**config.mk**
```make
export PLATFORM = sky130hd
export DESIGN_NAME = axi_lite_regfile
export DESIGN_NICKNAME = d
export VERILOG_FILES = /design/src/rtl/axi_lite_regfile.sv
export SDC_FILE = /design/constraint.sdc
export NUM_CORES = 1
export LEC_CHECK = 0
export ABC_AREA = 1
export BUFFER_PORTS_ARGS = -buffer_cell sky130_fd_sc_hd__buf_2
export CORE_MARGIN = 3
export CORE_UTILIZATION = 45
export CTS_CLUSTER_DIAMETER = 50
export DETAILED_ROUTE_END_ITERATION = 7
export PLACE_DENSITY = 0.78
export SYNTH_ARGS = -nofsm -noshare
export SYNTH_HDL_FRONTEND = slang
export SYNTH_SLANG_ARGS = --single-unit
```
**constraint.sdc**
```tcl
create_clock -name clk -period 4.02 [get_ports clk]
set_input_delay 0.201 -clock clk [delete_from_list [all_inputs] [get_ports clk]]
set_output_delay 0.201 -clock clk [all_outputs]
set_load 0.01 [all_outputs]
```
**src/rtl/axi_lite_regfile.sv**
```systemverilog
// AXI4-Lite slave register file: NUM_REGS x 32-bit registers at byte address 4*i.
// Latency: a write commits one edge after both AW and W are held; a read returns data one edge after AR.
// Backpressure: one write and one read outstanding; AW/W/AR stall while their buffer or response is held.
// Ports: clk/resetn; AXI4-Lite AW, W, B, AR and R channels (axi_*);
//        reg_out exports all registers (reg i at [32i+31:32i]); wr_pulse flags the register written.
module axi_lite_regfile #(
  parameter int          ADDR_WIDTH = 32,
  parameter int          WIDTH      = 32,
  parameter int          NUM_REGS   = 8,
  parameter logic [31:0] RESET_VAL  = 32'h0
) (
  input  logic                      clk,
  input  logic                      resetn,
  input  logic [ADDR_WIDTH-1:0]     axi_awaddr,
  input  logic [2:0]                axi_awprot,
  input  logic                      axi_awvalid,
  output logic                      axi_awready,
  input  logic [WIDTH-1:0]          axi_wdata,
  input  logic [3:0]                axi_wstrb,
  input  logic                      axi_wvalid,
  output logic                      axi_wready,
  output logic [1:0]                axi_bresp,
  output logic                      axi_bvalid,
  input  logic                      axi_bready,
  input  logic [ADDR_WIDTH-1:0]     axi_araddr,
  input  logic [2:0]                axi_arprot,
  input  logic                      axi_arvalid,
  output logic                      axi_arready,
  output logic [WIDTH-1:0]          axi_rdata,
  output logic [1:0]                axi_rresp,
  output logic                      axi_rvalid,
  input  logic                      axi_rready,
  output logic [NUM_REGS*WIDTH-1:0] reg_out,
  output logic [NUM_REGS-1:0]       wr_pulse
);

  localparam int         IDXW        = ADDR_WIDTH - 2;
  localparam logic [1:0] RESP_OKAY   = 2'b00;
  localparam logic [1:0] RESP_SLVERR = 2'b10;

  logic [WIDTH-1:0] regs [NUM_REGS];

  // Write-side holding buffers
  logic             aw_full;
  logic [IDXW-1:0]  aw_idx;
  logic             w_full;
  logic [WIDTH-1:0] wdata_q;
  logic [3:0]       wstrb_q;

  logic             aw_hs;
  logic             w_hs;
  logic             ar_hs;
  logic             commit;
  logic             aw_hit;
  logic             ar_hit;
  logic [IDXW-1:0]  ar_idx;
  logic [WIDTH-1:0] rd_val;

  // Protection bits and the byte offset within a word carry no meaning here.
  logic unused_bits;
  assign unused_bits = ^{axi_awprot, axi_arprot, axi_awaddr[1:0], axi_araddr[1:0]};

  assign axi_awready = ~aw_full;
  assign axi_wready  = ~w_full;
  assign axi_arready = ~axi_rvalid;

  assign aw_hs  = axi_awvalid & ~aw_full;
  assign w_hs   = axi_wvalid & ~w_full;
  assign ar_hs  = axi_arvalid & ~axi_rvalid;
  // A new commit must wait until the previous B response has been taken.
  assign commit = aw_full & w_full & ~axi_bvalid;

  assign ar_idx = axi_araddr[ADDR_WIDTH-1:2];
  assign aw_hit = aw_idx < IDXW'(NUM_REGS);
  assign ar_hit = ar_idx < IDXW'(NUM_REGS);

  // Read mux; a miss matches no register and so returns zero.
  always_comb begin
    rd_val = '0;
    for (int i = 0; i < NUM_REGS; i++) begin
      if (ar_idx == IDXW'(i)) rd_val = regs[i];
    end
  end

  // Write path: buffers, B response and write pulses
  always_ff @(posedge clk or negedge resetn) begin
    if (!resetn) begin
      aw_full    <= 1'b0;
      aw_idx     <= '0;
      w_full     <= 1'b0;
      wdata_q    <= '0;
      wstrb_q    <= '0;
      axi_bvalid <= 1'b0;
      axi_bresp  <= RESP_OKAY;
      wr_pulse   <= '0;
    end else begin
      wr_pulse <= '0;
      if (aw_hs) begin
        aw_full <= 1'b1;
        aw_idx  <= axi_awaddr[ADDR_WIDTH-1:2];
      end
      if (w_hs) begin
        w_full  <= 1'b1;
        wdata_q <= axi_wdata;
        wstrb_q <= axi_wstrb;
      end
      // commit implies both buffers full, so it never coincides with a refill.
      if (commit) begin
        aw_full    <= 1'b0;
        w_full     <= 1'b0;
        axi_bvalid <= 1'b1;
        axi_bresp  <= aw_hit ? RESP_OKAY : RESP_SLVERR;
        for (int i = 0; i < NUM_REGS; i++) begin
          if (aw_idx == IDXW'(i)) wr_pulse[i] <= 1'b1;
        end
      end else if (axi_bvalid && axi_bready) begin
        axi_bvalid <= 1'b0;
      end
    end
  end

  // Register storage with byte-lane enables
  always_ff @(posedge clk or negedge resetn) begin
    if (!resetn) begin
      for (int i = 0; i < NUM_REGS; i++) regs[i] <= RESET_VAL;
    end else if (commit) begin
      for (int i = 0; i < NUM_REGS; i++) begin
        if (aw_idx == IDXW'(i)) begin
          for (int b = 0; b < 4; b++) begin
            if (wstrb_q[b]) regs[i][8*b +: 8] <= wdata_q[8*b +: 8];
          end
        end
      end
    end
  end

  // Read path: rd_val is sampled before any same-edge commit lands.
  always_ff @(posedge clk or negedge resetn) begin
    if (!resetn) begin
      axi_rvalid <= 1'b0;
      axi_rdata  <= '0;
      axi_rresp  <= RESP_OKAY;
    end else if (ar_hs) begin
      axi_rvalid <= 1'b1;
      axi_rdata  <= rd_val;
      axi_rresp  <= ar_hit ? RESP_OKAY : RESP_SLVERR;
    end else if (axi_rvalid && axi_rready) begin
      axi_rvalid <= 1'b0;
    end
  end

  for (genvar g = 0; g < NUM_REGS; g++) begin : g_out
    assign reg_out[WIDTH*g +: WIDTH] = regs[g];
  end

endmodule
```
; ---- Word-level counts from Yosys, hierarchy flattened
; Index checks and enable logic that the tools add are counted.
[totals]
reg_bits = 370
[classes]
n_lt_le_gt_ge = 2
eq_ne = 14
mux = 27
bitwise = 9
n_reduce_logical = 40
[ops]
columns = cell, count
row1 = $mux 32, 8
row2 = $eq 30x3->1 const B, 8
row3 = $eq 30x2->1 const B, 4
row4 = $reduce_and 3->1, 32
row5 = $eq 30x1->1 const B, 2
row6 = $logic_not 30->1, 2
row7 = $lt 30x4->1 const B, 2
row8 = $mux 1, 16
row9 = $mux 8, 1
row10 = $reduce_bool 2->1, 4
row11 = $and 1x1->1, 5
row12 = $mux 2, 2
row13 = $not 1->1, 4
row14 = $logic_and 1x1->1, 2

; ---- Depth between registers and ports, before layout
[logic_depth]
depth_word = 9
depth_mapped = 13
depth_no_buf = 11

; ---- Worst setup path after synthesis
; OpenSTA, ideal clock, no wires.
[synth_timing]
path_kind = register to register
start = reg aw_idx[11]
end = reg regs (netlist bit reg_out[77])
arrival_ps = 1741
required_time_ps = 3896
setup_slack_ps = 2155
path_stages_with_launch = 8
synth_period_minus_slack_ps = 1865
cell_sequence = dfrtp_1 > nor4_4 > nand3_4 > nor3_4 > nand2_2 > buf_6 > nand2_1 > o21ai_2
[synth_via]
elab_chain_cells = 2
[synth_rtl]
columns = item, line
row1 = start: declaration, 45  ; logic [IDXW-1:0] aw_idx;
row2 = start signal: assignment, 100  ; aw_idx <= axi_awaddr[ADDR_WIDTH-1:2];
row3 = $eq 30x2->1, 128  ; if (aw_idx == IDXW'(i)) begin
row4 = $reduce_and 3->1 (no line), --
row5 = end signal: indexed assignment, 130  ; if (wstrb_q[b]) regs[i][8*b +: 8] <= wdata_q[8*b +: 8];
row6 = end: declaration, 41  ; logic [WIDTH-1:0] regs [NUM_REGS];
; No other way between the ends.
; A chain may end at the register's enable or synchronous reset.

; ---- Worst setup path after layout
[layout_timing]
start = reg aw_idx[6]
end = reg regs (netlist bit reg_out[173])
[layout_via]
elab_chain_cells = 2
[layout_rtl]
columns = item, line
row1 = $eq 30x3->1, 128
row2 = $reduce_and 3->1 (no line), --
; No other way between the ends.

==> results.json <==
{
  "postCtsSetupBuffers": 0,
  "ant_nets": 0,
  "synth_edf_count": 0,
  "initialDrtViolationCount": 1070,
  "power_density_mw_per_mm2": 467,
  "status": "complete, no violations",
  "ctsResizeCount": 0,
  "seq_area_frac_synth_pct": 57.3,
  "report.final.slew_viol_count": 0,
  "antenna_found_initial": 1,
  "design.core.area_mm2": 0.0349,
  "cts_tree": "done",
  "drive_gt1_share_pct": 27.3,
  "cts.clk_slew.worst_paths_ns": 0.06,
  "synth_cells": 1770,
  "critical_path_class": "reg -> reg",
  "ys_warn_count": 0,
  "cap_viol_max_count": 0,
  "tns_ns": 0,
  "min_period_ns": 2.48,
  "max_slew_margin_pct": 28.2,
  "routed_wl_mm": 52.8,
  "cts_hold_buf": 70,
  "rows": 68,
  "cts_inserted_buffers": 43,
  "clk_path_buf_depth": 3,
  "cts_root_buf": "clkbuf_16",
  "fin_nets": 2330,
  "synthTopCellsByArea": "dfrtp_1 57%, nand2_1 11%, o21ai_0 5.6%",
  "clock_latency_ns": 0.55,
  "gp_congestion": 0.849,
  "drcViolationCount": 0,
  "syn_area_per_cell_um2": 9.08,
  "dieArea_mm2": 0.0380,
  "fin_crit_sh_pct": 61.7,
  "worstSetupStartpointType": "flip-flop",
  "min-delay-path-class": "in -> reg",
  "nFillCells": 2914,
  "leakage_nw": 10.6,
  "synth_cell_types": 29,
  "rsz0062_at_grt": "no",
  "synth-async-reset-ratio_pct": 100,
  "ioPinCount": 418,
  "grt_start_max_net_pins": 123,
  "cts_sinks": 368,
  "syn_to_final_growth_pct": 27.5,
  "hold_violations": 0,
  "synth_most_common_cell": "nand2_1",
  "peakVddDrop_uv": 391,
  "grt_first_pass_wirelength_mm": 82.6,
  "power_mw": 9.57,
  "synth_commonest_cells": "470 x nand2_1, 368 x dfrtp_1, 180 x o21ai_0",
  "vias": 14800,
  "max_freq_mhz": 403,
  "firstDrtPassIters": 5,
  "syn_area_mm2": 0.0161,
  "via_per_inst": 5.47,
  "seqCellArea_mm2": 0.00921,
  "grt_pass1_vias": 14800,
  "critPathArrivalTime_ns": 2.88,
  "finalSetupViolCount": 0,
  "skew_ns": 0.0227,
  "cts.htree.levels": 2,
  "end_kind": "flip-flop",
  "numPortBuffers": 405,
  "synth_area_leader_cell": "dfrtp_1",
  "grt-ovfl-total": 0,
  "worst_slew_pin_slew_ns": 1.07,
  "ys_ff_latch": 368,
  "fp.dieW_um": 195,
  "synthFlopType": "dfrtp_1",
  "die_y_um": 195,
  "worstPathRequired_ns": 4.42,
  "yosys.area.top_type_share_pct": 57.3,
  "grt_usage_pct": 27.2,
  "crit_fanout": 16,
  "hpwl_mm": 35.4,
  "routedWlPerCell_um": 19.5,
  "start_util_pct": 46.1,
  "multi_input_area_mm2": 0.00600
}
[metal layers]
layer	up-vias	global-route usage (%)	routed length (um)
met2	784	44.1	25000
met4	0	16.1	3280
met1	7039	33.8	20000
li1	6770	-	-
met5	-	0	0
met3	187	5.90	4590
[final timing paths]
kind                                             to  slack, ns  depth (start not counted)                startpoint
min in group asynchronous    aw_idx[15]$_DFFE_PN0P_       0.33                          2                    resetn
max reg2reg                reg_out[173]$_DFFE_PN0P_       1.54                          8     aw_idx[6]$_DFFE_PN0P_
min reg2reg                axi_rdata[3]$_DFFE_PN0P_       0.48                          2  axi_rdata[3]$_DFFE_PN0P_
max in group asynchronous  reg_out[252]$_DFFE_PN0P_       2.68                          3                    resetn
min                        axi_rresp[1]$_DFFE_PN0P_       0.05                          5             axi_araddr[8]
max                        reg_out[173]$_DFFE_PN0P_       1.54                          8     aw_idx[6]$_DFFE_PN0P_
[flip-flops by register name, summed over array words and instances, names as in the netlist]
signal / cells
wr_pulse: 8
axi_rvalid: 1
wstrb_q: 4
axi_bvalid: 1
wdata_q: 32
w_full: 1
aw_full: 1
axi_rdata: 32
axi_bresp: 1
aw_idx: 30
axi_rresp: 1
reg_out: 256
[critical path: stages (launching register included)]
cell and delay [ns]:
dfrtp_1 0.38, nor2_1 0.16, nand2_1 0.11, inv_1 0.26, nand4_1 0.28, nor3_4 0.52, nand2_2 0.36, nand2_1 0.16
o21ai_0 0.10
[power by group]
group / total, mW / leakage, nW / switching, mW / internal, mW
registers: 4.21 / 4.94 / 0.166 / 4.05
logic: 1.40 / 4.91 / 1.02 / 0.381
clock network: 3.96 / 0.708 / 1.56 / 2.40
[area by class of cell]
| cell class | count | share of cell area, % |
|---|---|---|
| diodes | 1 | 0.0122 |
| clock buffers | 63 | 6.41 |
| clock inverters | 13 | 0.696 |
| inverters | 97 | 1.78 |
| multi-input cells | 1216 | 29.3 |
| flip-flops and latches | 368 | 44.9 |
| well taps | 455 | 2.78 |
| repair buffers | 491 | 14.1 |
[cells in the final DEF (no fill, tap or decap), types with 9 or more instances in the layout]
cell type,instances
a21oi_1,41
buf_2,404
buf_4,13
clkbuf_16,45
clkbuf_8,12
dfrtp_1,368
dlygate4sd3_1,70
inv_1,95
mux2_2,26
nand2_1,468
nand2_2,31
nand3_1,134
nand4_1,77
nor2_1,142
nor3_4,9
o21ai_0,180
o21ai_1,44
o21ai_2,36
[cell families after synthesis]
group                  Yosys count  synth area share (%)
AO/OA/AOI/OAI                  302                  10.3
other                            1                0.0233
buffers and inverters          187                  5.88
multiplexers                    26                  1.82
flip-flops                     368                  57.3
AND/OR/NAND/NOR                886                  24.7
[stage by stage]
stage | util, % | instance area, um2 | cells | worst slack [ns] | hold slack (ns)
final | 58.7 | 20500 | 2704 | 1.54 | 0.0496
after global routing | 58.7 | 20500 | 2704 | 1.45 | 0.0905
after CTS | 58.7 | 20500 | 2703 | 1.63 | 0.0188
after detailed placement | 52.6 | 18300 | 2557 | 1.29 | 0.384
after global placement | 52.6 | 18300 | 2557 | 1.31 | 0.372
after floorplan | - | 16100 | 1771 | 2.16 | -0.0946
Power figures use the tool's default switching activity.
